File: src/rtl/pe_result_reader.sv
`timescale 1ns/1ps
// pe_result_reader: reads a word range from the PE result memory and streams it out byte by byte.
// Defining RESULT_READER_CHECKSUM_EN adds a 16-bit running sum of accepted bytes on port checksum.
module pe_result_reader #(
    parameter int MAX_MEM_SIZE = 128,
    parameter int ADR_W        = 8
) (
    input  logic             clk,
    input  logic             rst,
    input  logic             start,
    input  logic [ADR_W-1:0] base_adr,
    input  logic [ADR_W-1:0] num_words,
    output logic             rd_en,
    output logic [ADR_W-1:0] rd_adr,
    input  logic [31:0]      rd_data,
    output logic             out_valid,
    input  logic             out_ready,
    output logic [7:0]       out_byte,
    output logic             out_last,
    output logic             busy,
    output logic             done
`ifdef RESULT_READER_CHECKSUM_EN
    ,
    output logic [15:0]      checksum
`endif
);

    typedef enum logic [2:0] {IDLE, FETCH, WAIT, EMIT, DONE} state_t;

    localparam logic [ADR_W:0]   MAX_WORDS = (ADR_W+1)'(MAX_MEM_SIZE);
    localparam logic [ADR_W:0]   ONE_WORD  = (ADR_W+1)'(1);
    localparam logic [ADR_W-1:0] LAST_ADR  = ADR_W'(MAX_MEM_SIZE - 1);

    state_t           state, state_d;
    logic [ADR_W-1:0] adr, adr_d;
    logic [ADR_W:0]   words_rem, words_rem_d;   // words left, including the one in flight
    logic [1:0]       byte_idx, byte_idx_d;
    logic [31:0]      word, word_d;
    logic             rd_en_d, out_valid_d, out_last_d, busy_d, done_d;
    logic [ADR_W-1:0] rd_adr_d;
    logic [7:0]       out_byte_d;
`ifdef RESULT_READER_CHECKSUM_EN
    logic [15:0]      checksum_d;
`endif

    always_comb begin
        // NOTE: every signal gets a default before the case so no path can infer a latch.
        state_d     = state;
        adr_d       = adr;
        words_rem_d = words_rem;
        byte_idx_d  = byte_idx;
        word_d      = word;
`ifdef RESULT_READER_CHECKSUM_EN
        checksum_d  = checksum;
`endif

        unique case (state)
            IDLE: begin
                if (start) begin
`ifdef RESULT_READER_CHECKSUM_EN
                    checksum_d = '0;
`endif
                    if (num_words == '0) begin
                        state_d = DONE;
                    end else begin
                        adr_d       = ADR_W'(int'(base_adr) % MAX_MEM_SIZE);
                        words_rem_d = ({1'b0, num_words} > MAX_WORDS) ? MAX_WORDS : {1'b0, num_words};
                        state_d     = FETCH;
                    end
                end
            end
            FETCH: state_d = WAIT;
            WAIT: begin
                word_d     = rd_data;
                byte_idx_d = '0;
                state_d    = EMIT;
            end
            EMIT: begin
                if (out_ready) begin
`ifdef RESULT_READER_CHECKSUM_EN
                    checksum_d = checksum + {8'd0, out_byte};
`endif
                    if (byte_idx == 2'd3) begin
                        byte_idx_d = '0;
                        if (words_rem != ONE_WORD) begin
                            words_rem_d = words_rem - ONE_WORD;
                            adr_d       = (adr == LAST_ADR) ? '0 : adr + 1'b1;
                            state_d     = FETCH;
                        end else begin
                            words_rem_d = '0;
                            state_d     = DONE;
                        end
                    end else begin
                        byte_idx_d = byte_idx + 2'd1;
                    end
                end
            end
            DONE: state_d = IDLE;
            default: state_d = IDLE;
        endcase

        // Outputs are computed from the upcoming state so they leave the block registered.
        rd_en_d     = (state_d == FETCH);
        rd_adr_d    = (state_d == FETCH) ? adr_d : rd_adr;
        out_valid_d = (state_d == EMIT);
        out_byte_d  = (state_d == EMIT) ? word_d[{byte_idx_d, 3'b000} +: 8] : 8'd0;
        out_last_d  = (state_d == EMIT) && (byte_idx_d == 2'd3) && (words_rem_d == ONE_WORD);
        busy_d      = (state_d != IDLE);
        done_d      = (state_d == DONE);
    end

    always_ff @(posedge clk) begin
        if (rst) begin
            state     <= IDLE;
            adr       <= '0;
            words_rem <= '0;
            byte_idx  <= '0;
            word      <= '0;
            rd_en     <= 1'b0;
            rd_adr    <= '0;
            out_valid <= 1'b0;
            out_byte  <= '0;
            out_last  <= 1'b0;
            busy      <= 1'b0;
            done      <= 1'b0;
`ifdef RESULT_READER_CHECKSUM_EN
            checksum  <= '0;
`endif
        end else begin
            state     <= state_d;
            adr       <= adr_d;
            words_rem <= words_rem_d;
            byte_idx  <= byte_idx_d;
            word      <= word_d;
            rd_en     <= rd_en_d;
            rd_adr    <= rd_adr_d;
            out_valid <= out_valid_d;
            out_byte  <= out_byte_d;
            out_last  <= out_last_d;
            busy      <= busy_d;
            done      <= done_d;
`ifdef RESULT_READER_CHECKSUM_EN
            checksum  <= checksum_d;
`endif
        end
    end

endmodule
File: config.mk
export PLATFORM = sky130hd
export DESIGN_NAME = pe_result_reader
export DESIGN_NICKNAME = d
export VERILOG_FILES = /design/src/rtl/pe_result_reader.sv
export SDC_FILE = /design/constraint.sdc
export NUM_CORES = 1
export LEC_CHECK = 0
export ABC_AREA = 0
export CORE_UTILIZATION = 45
export DETAILED_ROUTE_END_ITERATION = 12
export PLACE_DENSITY = 0.74
export REMOVE_ABC_BUFFERS = 1
export SETUP_SLACK_MARGIN = 0.5
export SYNTH_ARGS = -nofsm -noshare
export SYNTH_HDL_FRONTEND = slang
export SYNTH_SLANG_ARGS = --single-unit
File: constraint.sdc
create_clock -name clk -period 2.35 [get_ports clk]
set_input_delay 0.5875 -clock clk [delete_from_list [all_inputs] [get_ports clk]]
set_output_delay 0.5875 -clock clk [all_outputs]
set_load 0.005 [all_outputs]
* Yosys cells after proc, flatten, opt, wreduce, memory -nomap -nowiden
Index checks and enable logic that the tools add are counted.
Operators by class: add/subtract/negate cells 3, multiply operators 0, divide/modulo/power cells 0, order comparisons 1, equality and inequality tests 11, shift-type cells 1, muxes and demuxes 24, bitwise logic cells 1, reduce and logical (&&, ||, !) cells 6
Operators by type and width (count):
- 8-bit 2-to-1 mux | 7
- 9-bit 2-to-1 mux | 5
- 32-bit 2-to-1 mux | 1
- 32-bit by 6-bit indexed part select with 8-bit output | 1
- 9-bit case mux with 2 select lines | 1
- 8-bit case mux with 2 select lines | 1
- 3-bit 2-to-1 mux | 5
- 3-bit case mux with 4 select lines | 1
- 3-bit by 2-bit == test with 1-bit output (second input constant) | 3
- 9-bit by 1-bit == test with 1-bit output (second input constant) | 1
- 9-bit by 1-bit inequality test with 1-bit output (second input constant) | 1
- 9-bit by 1-bit subtractor with 9-bit output (second input constant) | 1
- 8-bit by 1-bit adder with 8-bit output (second input constant) | 1
- 8-bit by 7-bit == test with 1-bit output (second input constant) | 1
- 8-bit greater-than comparator (second input constant) | 1
- 8-bit logical NOT | 1
- 3-bit by 1-bit == test with 1-bit output (second input constant) | 2
- 2-bit == test (second input constant) | 2
- 2-bit 2-to-1 mux | 2
- 2-bit case mux with 2 select lines | 1
- 3-bit == test (second input constant) | 1
- 3-bit logical NOT | 1
- 3-bit nonzero test | 1
- 2-bit by 1-bit adder with 2-bit output (second input constant) | 1
- 3 further kinds | 4
Storage, ports and cells: register bits after elaboration 75, latch bits 0, RAM bits 0, memory bits (read-only) 0, input port bits 52, output and inout port bits 21, logic and storage cells 59, memories 0

* Longest topological paths before layout
word-level depth 8, mapped depth 9, gate-level depth less buffers 8

* Worst setup path after synthesis
OpenSTA, ideal clock, no wires.
path type reg2reg, from register words_rem[0], to register out_last, setup time 0.115 ns, arrival time 2.137 ns, data required time 2.235 ns, slack 0.098 ns, stages on the path, launching flop included 9, path buffers 1, clock period less this slack 2.252 ns, cells stage by stage dfxtp_1 > ha_1 > or4b_4 > or4_4 > a211oi_2 > nand2b_1 > buf_6 > nand4b_1 > nor4_1
Between the ends: word-level cells in the longest chain between the ends 8, elaborated cells on any way between the ends 16, classes of those cells add/sub: 1; eq/ne: 3; mux: 10; reduce/logical: 2
RTL lines:
- from (decl) | RTL line 36 | logic [ADR_W:0] words_rem, words_rem_d;
- from (signal assigned) | RTL line 132 | words_rem <= words_rem_d;
- parallel branches: the longest is 7 deep, another holds 9-bit by 1-bit subtractor with 9-bit output
- 1-bit logical AND (*) | RTL line 107 | out_last_d = (state_d == EMIT) && (byte_idx_d == 2'd3) && (words_rem_d == ONE_WORD);
- to (signal assigned) | RTL line 139 | out_last <= out_last_d;
- to (decl) | RTL line 19 | output logic out_last,
Every way passes the cells marked *. A chain may end at the register's enable or synchronous reset.

* Worst setup path in the final report
from register words_rem[1], to register rd_adr[3]
Between the ends: word-level cells in the longest chain between the ends 6, elaborated cells on any way between the ends 10, classes of those cells eq/ne: 2; mux: 8
RTL lines:
- 9-bit by 1-bit inequality test with 1-bit output (*) | RTL line 85 | if (words_rem != ONE_WORD) begin
- 3-bit 2-to-1 mux | RTL line 85
- 3-bit 2-to-1 mux | RTL line 83 | if (byte_idx == 2'd3) begin
- 3-bit 2-to-1 mux | RTL line 79 | if (out_ready) begin
- 3-bit case mux with 4 select lines | RTL line 57 | unique case (state)
- 3-bit by 1-bit == test with 1-bit output | RTL line 104 | rd_adr_d = (state_d == FETCH) ? adr_d : rd_adr;
- to (signal assigned) | RTL line 136 | rd_adr <= rd_adr_d;
- to (decl) | RTL line 14 | output logic [ADR_W-1:0] rd_adr,
Mark *: on every way between the ends. The rest lies on a longest branch, timed or not.

==> out/results.tsv <==
metric	value	unit
leakage	2.09	nW
row cnt	31	
hold_buf cts	0	
fin. max-slew vios	0	
worst clock skew	9.04	ps
I/O Buffers	71	
synthesized flop and latch total	75	
CP Capture Type	flip-flop	
die extent in y	90.4	um
CTS tree	done	
crit-path max cell delay	510	ps
CTS Root Cell	clkbuf_8	
Fmax	435	MHz
DP HPWL	6280	um
worst hold path class	flip-flop to flip-flop	
largest net degree at the start of global routing	41	
GPL Wtd Cong	0.931	
CP Class	flip-flop to flip-flop	
Nets	617	
# DRC	0	
Yosys cell types	61	
commonest non-fill, non-tap cell in the layout	nand2_1	
Final Core Density	74.1	%
VDD IR-drop max	0.000373	V
initial core utilization	47.4	%
Final Critical Period	2300	ps
final hold vios	0	
IO Count	73	
Worst EP arrival	2570	ps
Final ANT Viol Nets	0	
DIE AREA	0.00817	mm^2
diode count	0	
number of global-route vias before repair	3520	
Post-synth EDFFs	0	
Die Span X	90.4	um
Ys Warns	0	
master of the slowest instance on the critical path	or4b_4	
flop-to-flop setup slack	50	ps
most frequent cells in the layout	82 x nand2_1, 67 x dfxtp_1, 64 x buf_4	
worst path required time	2620	ps
area of the core	0.00741	mm^2
first-pass GRT wire length	16500	um
worst-margin pin slew	554	ps
Clk pin slew, worst setup/hold paths	90	ps
CTS buffer count	9	
Vias/cell	5.70	
Worst path top cell family by delay	compound AO/OA/AOI/OAI gates	
unrepaired setup endpoints after global routing	true	
syn avg cell area	8.23	um^2
vias	3783	
share of layout cells above drive strength 1	34.5	%
startpoint type of the worst setup path	flip-flop	
Buf+Inv Stages, Crit Path	2	
fraction of registers with async set/reset	0	%
crit-path cells	inv_2 > ha_4 > or4b_4 > buf_6 > o211ai_1 > nor3_1 > o31ai_2 > a221oi_2 > a211oi_1	
status	finished clean	
Final setup viols	0	
Post-Synthesis Cells	427	
GR Overflow Total	0	
power per cell area	607	mW/mm^2
sequential area share after synthesis	42.7	%
clk buf depth	2	
GR Util All Layers	25.1	%
netlist area before placement	0.00351	mm^2
DRT Pass-1 Iters	6	
number of max-cap violations	0	
routed wire length	10700	um
Post-synth top flop	dfxtp_1	
hold slack final	456	ps
initial antenna violation count	0	
Fillers	515	
CP Max Fanout	3	
DR WL/cell	16.2	um
CTS sink cnt	75	
Clock Latency Late Sink	350	ps
fin crit share	97.7	%
Max-slew headroom	62.8	%
DRT iter0 DRCs	245	
# H-tree levels	3	
area grow syn2layout	56.2	%
[repair_timing]
action                     4_1_cts  5_1_grt
resized for setup              101       40
pin swaps                       30       24
setup endpoints to repair       50       44
cloned                           1        0
setup buffers                   21        9
[kinds of logic (layout without fill, tap and decap cells)]
family | after synthesis | count (layout) | synth area share (%)
AOI/OAI and AO/OA | 119 | 119 | 22.1
adders and majority gates | 4 | 4 | 1.42
and+or+nand+nor | 172 | 172 | 23.2
muxes | 19 | 19 | 5.80
xor gates and xnor gates | 1 | 1 | 0.249
DFF | 75 | 75 | 42.7
buffers and inverters | 37 | 175 | 4.52
[power by group]
part           total [mW]  internal [mW]  switching [mW]
Combinational       0.797          0.417           0.380
Clock                1.11          0.596           0.512
Sequential           1.43           1.36          0.0682
[cell usage after synthesis, drive strengths merged, types with 4 or more instances]
library cell  instances  share of area (%)
a221oi                5                1.2
a211o                 8                2.0
buf                   6                1.2
o41ai                 5                1.2
or4                   5                1.3
mux2                 11                3.5
ha                    4                1.4
nand3                 7                1.0
inv                   7               0.75
nand2                83                8.9
nor2                 39                4.2
or3                   5               0.89
dfxtp                75                 43
a211oi                7                1.6
a21oi                52                7.4
nor3                  5               0.71
mux2i                 8                2.3
o21ai                16                2.3
clkbuf               24                2.6
nor4                  7                1.2
[path summary, 6_finish.rpt]
kind / end / from / cells past startpoint
worst max-delay path: rd_adr[3] / words_rem[1] / 9
worst min-delay path: word[31] / word[31] / 2
worst min register to register: word[31] / word[31] / 2
worst max register to register: rd_adr[3] / words_rem[1] / 9
[state kept, by name (all words and copies together), names as in the netlist, 2 cells and up]
register,flops
rd_adr,8
word,32
words_rem,9
state,3
adr,8
byte_idx,2
out_byte,8
[per-layer routing]
metal | track usage (%) | wire length (um) | up-vias
met3 | 4.97 | 661 | 31
met1 | 32.2 | 4450 | 1796
met5 | 0 | 0 | -
met4 | 11.6 | 366 | 0
li1 | - | - | 1798
met2 | 40.6 | 5260 | 158
[per-stage QoR]
stage / TNS, ps / setup slack [ps] / area [um^2] / power (mW) / cells
2_1_floorplan: -1340 / -397 / 3380 / 1.74 / 397
3_3_place_gp: -11810 / -473 / 4620 / 2.06 / 618
3_5_place_dp: -12030 / -518 / 4620 / 2.08 / 618
4_1_cts: 0 / 81.0 / 5270 / 3.25 / 655
5_1_grt: -12.2 / -12.2 / 5490 / 3.47 / 664
6_report: 0 / 53.1 / 5490 / 3.33 / 664
[final cells by class]
cell class / count / area, um^2 / area share, %
multi-input cells: 315 / 2220 / 40.5
flip-flops and latches: 75 / 1520 / 27.7
repair buffers: 153 / 1380 / 25.2
clock buffers: 9 / 124 / 2.26
well taps: 99 / 124 / 2.26
clock inverters: 6 / 90.1 / 1.64
inverters: 7 / 26.3 / 0.479
[worst reg2reg max path, delay by kind of cell, from the launching register on]
kind                       cells  cell delay, ps
AOI/OAI and AO/OA              4             920
adders and majority gates      1             130
buffers and inverters          2             220
DFF                            1             330
and+or+nand+nor                2             650
No activity file was read; power rests on OpenSTA's default activity.
